<file path="src/rtl/ws2812_pkg.sv">
// WS2812 transmitter shared types and default timing.
// Defaults assume a 50 MHz clock.
`timescale 1ns/1ps
package ws2812_pkg;

    typedef enum logic [1:0] {
        IDLE  = 2'd0,
        SEND  = 2'd1,
        LATCH = 2'd2
    } state_t;

    localparam int DEF_NUM_LEDS = 60;
    localparam int DEF_T0H_CYC  = 20;
    localparam int DEF_T1H_CYC  = 40;
    localparam int DEF_BIT_CYC  = 63;
    localparam int DEF_RST_CYC  = 2500;
    localparam int BITS_PER_LED = 24;

    function automatic int cnt_width(input int a, input int b);
        int m;
        m = (a > b) ? a : b;
        return (m > 1) ? $clog2(m) : 1;
    endfunction

endpackage

</file>
<file path="src/rtl/ws2812_bit_cell.sv">
// Per-cell cycle counter; also times the latch gap.
// Produces the next dout level and an end-of-cell strobe.
`timescale 1ns/1ps
module ws2812_bit_cell
    import ws2812_pkg::*;
#(
    parameter int T0H_CYC = DEF_T0H_CYC,
    parameter int T1H_CYC = DEF_T1H_CYC,
    parameter int BIT_CYC = DEF_BIT_CYC,
    parameter int RST_CYC = DEF_RST_CYC,
    parameter int CW      = cnt_width(BIT_CYC, RST_CYC)
) (
    input  logic clk,
    input  logic reset,
    input  logic i_cell_start,
    input  logic i_en,
    input  logic i_latch,
    input  logic i_bit,
    output logic o_dout_next,
    output logic o_cell_end
);

    localparam logic [CW-1:0] BIT_LAST = CW'(BIT_CYC - 1);
    localparam logic [CW-1:0] RST_LAST = CW'(RST_CYC - 1);
    localparam logic [CW-1:0] T0H_L    = CW'(T0H_CYC);
    localparam logic [CW-1:0] T1H_L    = CW'(T1H_CYC);

    logic [CW-1:0] r_cnt;
    logic [CW-1:0] w_last;
    logic [CW-1:0] w_high;

    always_comb begin
        w_last = i_latch ? RST_LAST : BIT_LAST;
        w_high = i_bit ? T1H_L : T0H_L;
    end

    assign o_cell_end  = i_en && (r_cnt == w_last);
    assign o_dout_next = i_en && !i_latch && (r_cnt < w_high);

    // Wraps to zero at each cell end, so cells and latch chain seamlessly.
    always_ff @(posedge clk) begin
        if (reset || i_cell_start) begin
            r_cnt <= '0;
        end else if (o_cell_end) begin
            r_cnt <= '0;
        end else if (i_en) begin
            r_cnt <= r_cnt + 1'b1;
        end
    end

endmodule

</file>
<file path="src/rtl/ws2812_tx.sv">
// WS2812 frame transmitter: shifts a NUM_LEDS*24 bit frame MSB first,
// then holds the line low for the latch time.
`timescale 1ns/1ps
module ws2812_tx
    import ws2812_pkg::*;
#(
    parameter int NUM_LEDS = DEF_NUM_LEDS,
    parameter int T0H_CYC  = DEF_T0H_CYC,
    parameter int T1H_CYC  = DEF_T1H_CYC,
    parameter int BIT_CYC  = DEF_BIT_CYC,
    parameter int RST_CYC  = DEF_RST_CYC
) (
    input  logic                             clk,
    input  logic                             reset,
    input  logic                             i_start,
    input  logic [NUM_LEDS*BITS_PER_LED-1:0] i_data,
    output logic                             o_busy,
    output logic                             o_done,
    output logic                             o_dout
);

    localparam int W  = NUM_LEDS * BITS_PER_LED;
    localparam int BW = $clog2(W);
    localparam int CW = cnt_width(BIT_CYC, RST_CYC);
    localparam logic [BW-1:0] LAST_BIT = BW'(W - 1);

    if (!(T0H_CYC > 0 && T0H_CYC < T1H_CYC && T1H_CYC < BIT_CYC &&
          RST_CYC >= 1 && NUM_LEDS >= 1)) begin : g_bad_params
        $error("ws2812_tx: illegal timing or NUM_LEDS parameters");
    end

    state_t         r_state;
    state_t         w_state_next;
    logic [W-1:0]   r_sreg;
    logic [BW-1:0]  r_bitcnt;
    logic           r_busy;
    logic           r_done;
    logic           r_dout;
    logic           w_capture;
    logic           w_last_bit;
    logic           w_cell_end;
    logic           w_dout_next;
    logic           w_busy_d;
    logic           w_done_d;
    logic           w_dout_d;

    assign w_capture  = (r_state == IDLE) && i_start;
    assign w_last_bit = (r_bitcnt == LAST_BIT);

    ws2812_bit_cell #(
        .T0H_CYC (T0H_CYC),
        .T1H_CYC (T1H_CYC),
        .BIT_CYC (BIT_CYC),
        .RST_CYC (RST_CYC),
        .CW      (CW)
    ) u_cell (
        .clk          (clk),
        .reset        (reset),
        .i_cell_start (w_capture),
        .i_en         (r_state != IDLE),
        .i_latch      (r_state == LATCH),
        .i_bit        (r_sreg[W-1]),
        .o_dout_next  (w_dout_next),
        .o_cell_end   (w_cell_end)
    );

    always_ff @(posedge clk) begin
        if (reset) begin
            r_state <= IDLE;
        end else begin
            r_state <= w_state_next;
        end
    end

    always_comb begin
        w_state_next = r_state;
        unique case (r_state)
            IDLE:    if (i_start) w_state_next = SEND;
            SEND:    if (w_cell_end && w_last_bit) w_state_next = LATCH;
            LATCH:   if (w_cell_end) w_state_next = IDLE;
            default: w_state_next = IDLE;
        endcase
    end

    always_ff @(posedge clk) begin
        if (reset) begin
            r_sreg   <= '0;
            r_bitcnt <= '0;
        end else if (w_capture) begin
            r_sreg   <= i_data;
            r_bitcnt <= '0;
        end else if (r_state == SEND && w_cell_end) begin
            r_sreg   <= {r_sreg[W-2:0], 1'b0};
            r_bitcnt <= w_last_bit ? '0 : r_bitcnt + 1'b1;
        end
    end

    // Outputs are a registered view of the state, one cycle behind it;
    // done fires on the first output cycle after busy drops.
    always_comb begin
        w_dout_d = (r_state == SEND) && w_dout_next;
        w_busy_d = (r_state != IDLE);
        w_done_d = r_busy && (r_state == IDLE);
    end

    always_ff @(posedge clk) begin
        if (reset) begin
            r_dout <= 1'b0;
            r_busy <= 1'b0;
            r_done <= 1'b0;
        end else begin
            r_dout <= w_dout_d;
            r_busy <= w_busy_d;
            r_done <= w_done_d;
        end
    end

    assign o_dout = r_dout;
    assign o_busy = r_busy;
    assign o_done = r_done;

endmodule
</file>
<file path="config.mk">
export PLATFORM = sky130hd
export DESIGN_NAME = ws2812_tx
export DESIGN_NICKNAME = d
export VERILOG_FILES = /design/src/rtl/ws2812_pkg.sv /design/src/rtl/ws2812_bit_cell.sv /design/src/rtl/ws2812_tx.sv
export SDC_FILE = /design/constraint.sdc
export NUM_CORES = 2
export LEC_CHECK = 0
export ABC_AREA = 0
export BUFFER_PORTS_ARGS = -buffer_cell sky130_fd_sc_hd__buf_2
export CORE_AREA = 2 2 557 559
export DETAILED_ROUTE_END_ITERATION = 6
export DIE_AREA = 0 0 559 561
export REMOVE_ABC_BUFFERS = 1
export SYNTH_ARGS = -nofsm -noshare
export SYNTH_HDL_FRONTEND = slang
export SYNTH_SLANG_ARGS = --single-unit
export TNS_END_PERCENT = 5
</file>
<file path="constraint.sdc">
create_clock -name clk -period 4.49 [get_ports clk]
set_clock_uncertainty 0.05 [all_clocks]
set_input_delay 0.898 -clock clk [delete_from_list [all_inputs] [get_ports clk]]
set_output_delay 0.898 -clock clk [all_outputs]
set_load 0.01 [all_outputs]
</file>
==> results_dict.tcl <==
set metrics [dict create \
    timing.final.crit_share 0.6945 \
    io_pins 1446 \
    post-cts-setup-buffers 0 \
    vias 62085 \
    wl_per_cell_microns 19.38 \
    synthDistinctLibCells 44 \
    worst_hold_slack_ns 0.3096 \
    die_w_microns 559 \
    cts_buffer_depth 4 \
    post_dp_cell_area_sq_um 76750 \
    tightestPinTransition_ns 1.176 \
    die_area_sq_um 313600 \
    hpwl_microns 179600 \
    irDropWorstVdd_uv 277.4 \
    cts_resized 0 \
    gp_congestion 0.8491 \
    final_layout_size_suffix_gt1_frac 0.2922 \
    slew_headroom 0.2162 \
    drtIter0Drc 4645 \
    synth_async_sr_flop_share 0 \
    slew_violations 0 \
    crit_path_end_kind "register" \
    grtUsageTotal 0.1489 \
    hold_viol 0 \
    leakagePower_nw 29.97 \
    synthDominantCellAreaShare 0.4446 \
    power_density_nw_per_um2 398.1 \
    detail_route.first_pass.iterations 5 \
    ctsHoldBuffers 0 \
    syn_area_per_cell_sq_um 8.766 \
    rsz0062_at_grt "false" \
    grt_pass1_vias 59114 \
    area_delta_synth_final_pct 24.52 \
    die_h_microns 561 \
    critPathMaxFanout 124 \
    fmax_ghz 0.3207 \
    ys.flop_type "dfxtp_1" \
    critPathRequiredTime_ns 5.12 \
    nFillCells 33269 \
    fin_nets 9935 \
    fin_setup_tns_ns 0 \
    grt_first_pass_wirelength_microns 368100 \
    core_region_area_sq_um 307600 \
    yosysTopAreaCell "dfxtp_1" \
    period_minus_slack_ns 3.118 \
    overflow 0 \
    setup_violations 0 \
    crit_arrival_ns 3.75 \
    cts_sinks 1468 \
    htree_levels 4 \
    min-delay-path-class "in2reg" \
    start_util 0.2149 \
    status "finished clean" \
    syn_area_sq_um 66100 \
    ant_nets 0 \
    fin_cells 12771 \
    final_common_cell "nor2_1" \
    synthTopCellsByArea "dfxtp_1 44%, a2111oi_2 13%, nor2_1 12%" \
    ys_seq_area_frac 0.4446 \
    row_count 204 \
    via_per_inst 4.861 \
    synth_edf_count 0 \
    drcViolationCount 0 \
    criticalPathCategory "reg2reg" \
    final_area_sq_um 82310 \
    cap_viol_max_count 0 \
    ys_ff_latch 1468 \
    cts_tree "built" \
    layout_common_cells "2177 x nor2_1, 1468 x dfxtp_1, 1444 x buf_2" \
    antenna_found_initial 75 \
    grt_max_degree 185 \
    synth_cells 7540 \
    io_buffers 1445 \
    clk_latency_ns 0.80 \
    cts_buffers 169 \
    crit_path_start_kind "register" \
    yosys_warnings 0 \
    drt-total-wl_microns 247500 \
    cts_root_buf "clkbuf_16" \
    path_clk_slew_ns 0.06 \
    dpl.cell_count 12436 \
]
-- cell families after synthesis --
logic type	count (synthesis)	synth area share
adders and majority gates	5	0.0009465
buffers and inverters	889	0.06233
DFF	1468	0.4446
AOI/OAI and AO/OA	1464	0.2497
and+or+nand+nor	3700	0.2406
xor gates and xnor gates	14	0.001855
-- per-layer routing --
metal / up-vias / part of all wire / routed length [microns] / GRT usage
met5: - / 0.0013 / 313 / 0
met4: 48 / 0.030 / 7506 / 0.05192
met3: 395 / 0.057 / 14050 / 0.02600
met2: 1891 / 0.47 / 116500 / 0.2468
met1: 29555 / 0.44 / 109100 / 0.1937
li1: 30196 / - / - / -
-- worst paths after layout --
check | startpoint | to | slack (ns) | cells past startpoint
worst min-delay path | i_data[0] | r_sreg[0] | 0.31 | 3
worst max register to register | u_cell.r_cnt[9] | r_sreg[158] | 1.37 | 7
worst max-delay path | u_cell.r_cnt[9] | r_sreg[158] | 1.37 | 7
worst min register to register | r_sreg[0] | r_sreg[0] | 0.42 | 2
-- power by group --
part           leakage [nW]  total [mW]  switching (mW)  internal [mW]
Clock                  2.67        13.8            5.82           8.03
Sequential             12.2        14.5           0.467           14.1
Combinational          15.1        4.37            2.67           1.69
-- cells in the mapped netlist (2+ instances only) --
cell,n
nor2_1,2181
dfxtp_1,1468
nor3_1,1444
a2111oi_0,789
a2111oi_2,588
clkbuf_1,560
buf_2,221
buf_4,73
a2111oi_1,60
buf_6,31
nand2_1,17
a21oi_1,13
nand3_1,9
nand4_1,7
nor4_1,7
xnor2_1,7
xor2_1,7
and4_1,6
ha_1,5
o21ai_0,5
and3_1,4
inv_1,4
nand2b_1,4
or3_1,3
and2_1,2
and4b_1,2
nor2b_1,2
nor3b_1,2
nor4b_1,2
o21a_1,2
or4_1,2
-- cell type report --
type	instances	area, sq um	area share
timing repair buffer	1661	9557	0.1161
sequential	1468	29390	0.3570
clock buffer	244	4873	0.05921
inverter	4	15.01	0.0001824
multi-input combinational	5183	32640	0.3965
tap	4120	5155	0.06263
antenna	46	115.1	0.001399
clock inverter	45	568.0	0.006901
-- worst max-delay path, stage by stage (launching register included) --
cell       delay, ns
dfxtp_1         0.40
nor4b_4         0.34
and4_1          0.38
o21a_4          0.46
buf_12          0.22
buf_12          0.37
nor3_1          0.09
a2111oi_0       0.39
-- flip-flops by register name, summed over array words and instances (netlist names) --
name / count
r_sreg: 1440
u_cell.r_cnt: 12
r_bitcnt: 11
r_state: 2
o_busy: 1
o_done: 1
o_dout: 1
-- metrics by stage --
| step | total power, mW | worst slack [ns] | utilization |
|---|---|---|---|
| 2_1_floorplan | 19.89 | -35.27 | - |
| 3_3_place_gp | 19.16 | 1.321 | 0.2495 |
| 3_5_place_dp | 19.21 | 1.149 | 0.2495 |
| 4_1_cts | 33.16 | 1.304 | 0.2672 |
| 5_1_grt | 34.19 | 1.045 | 0.2675 |
| 6_report | 32.76 | 1.372 | 0.2676 |
No activity file was read; power rests on OpenSTA's default activity.
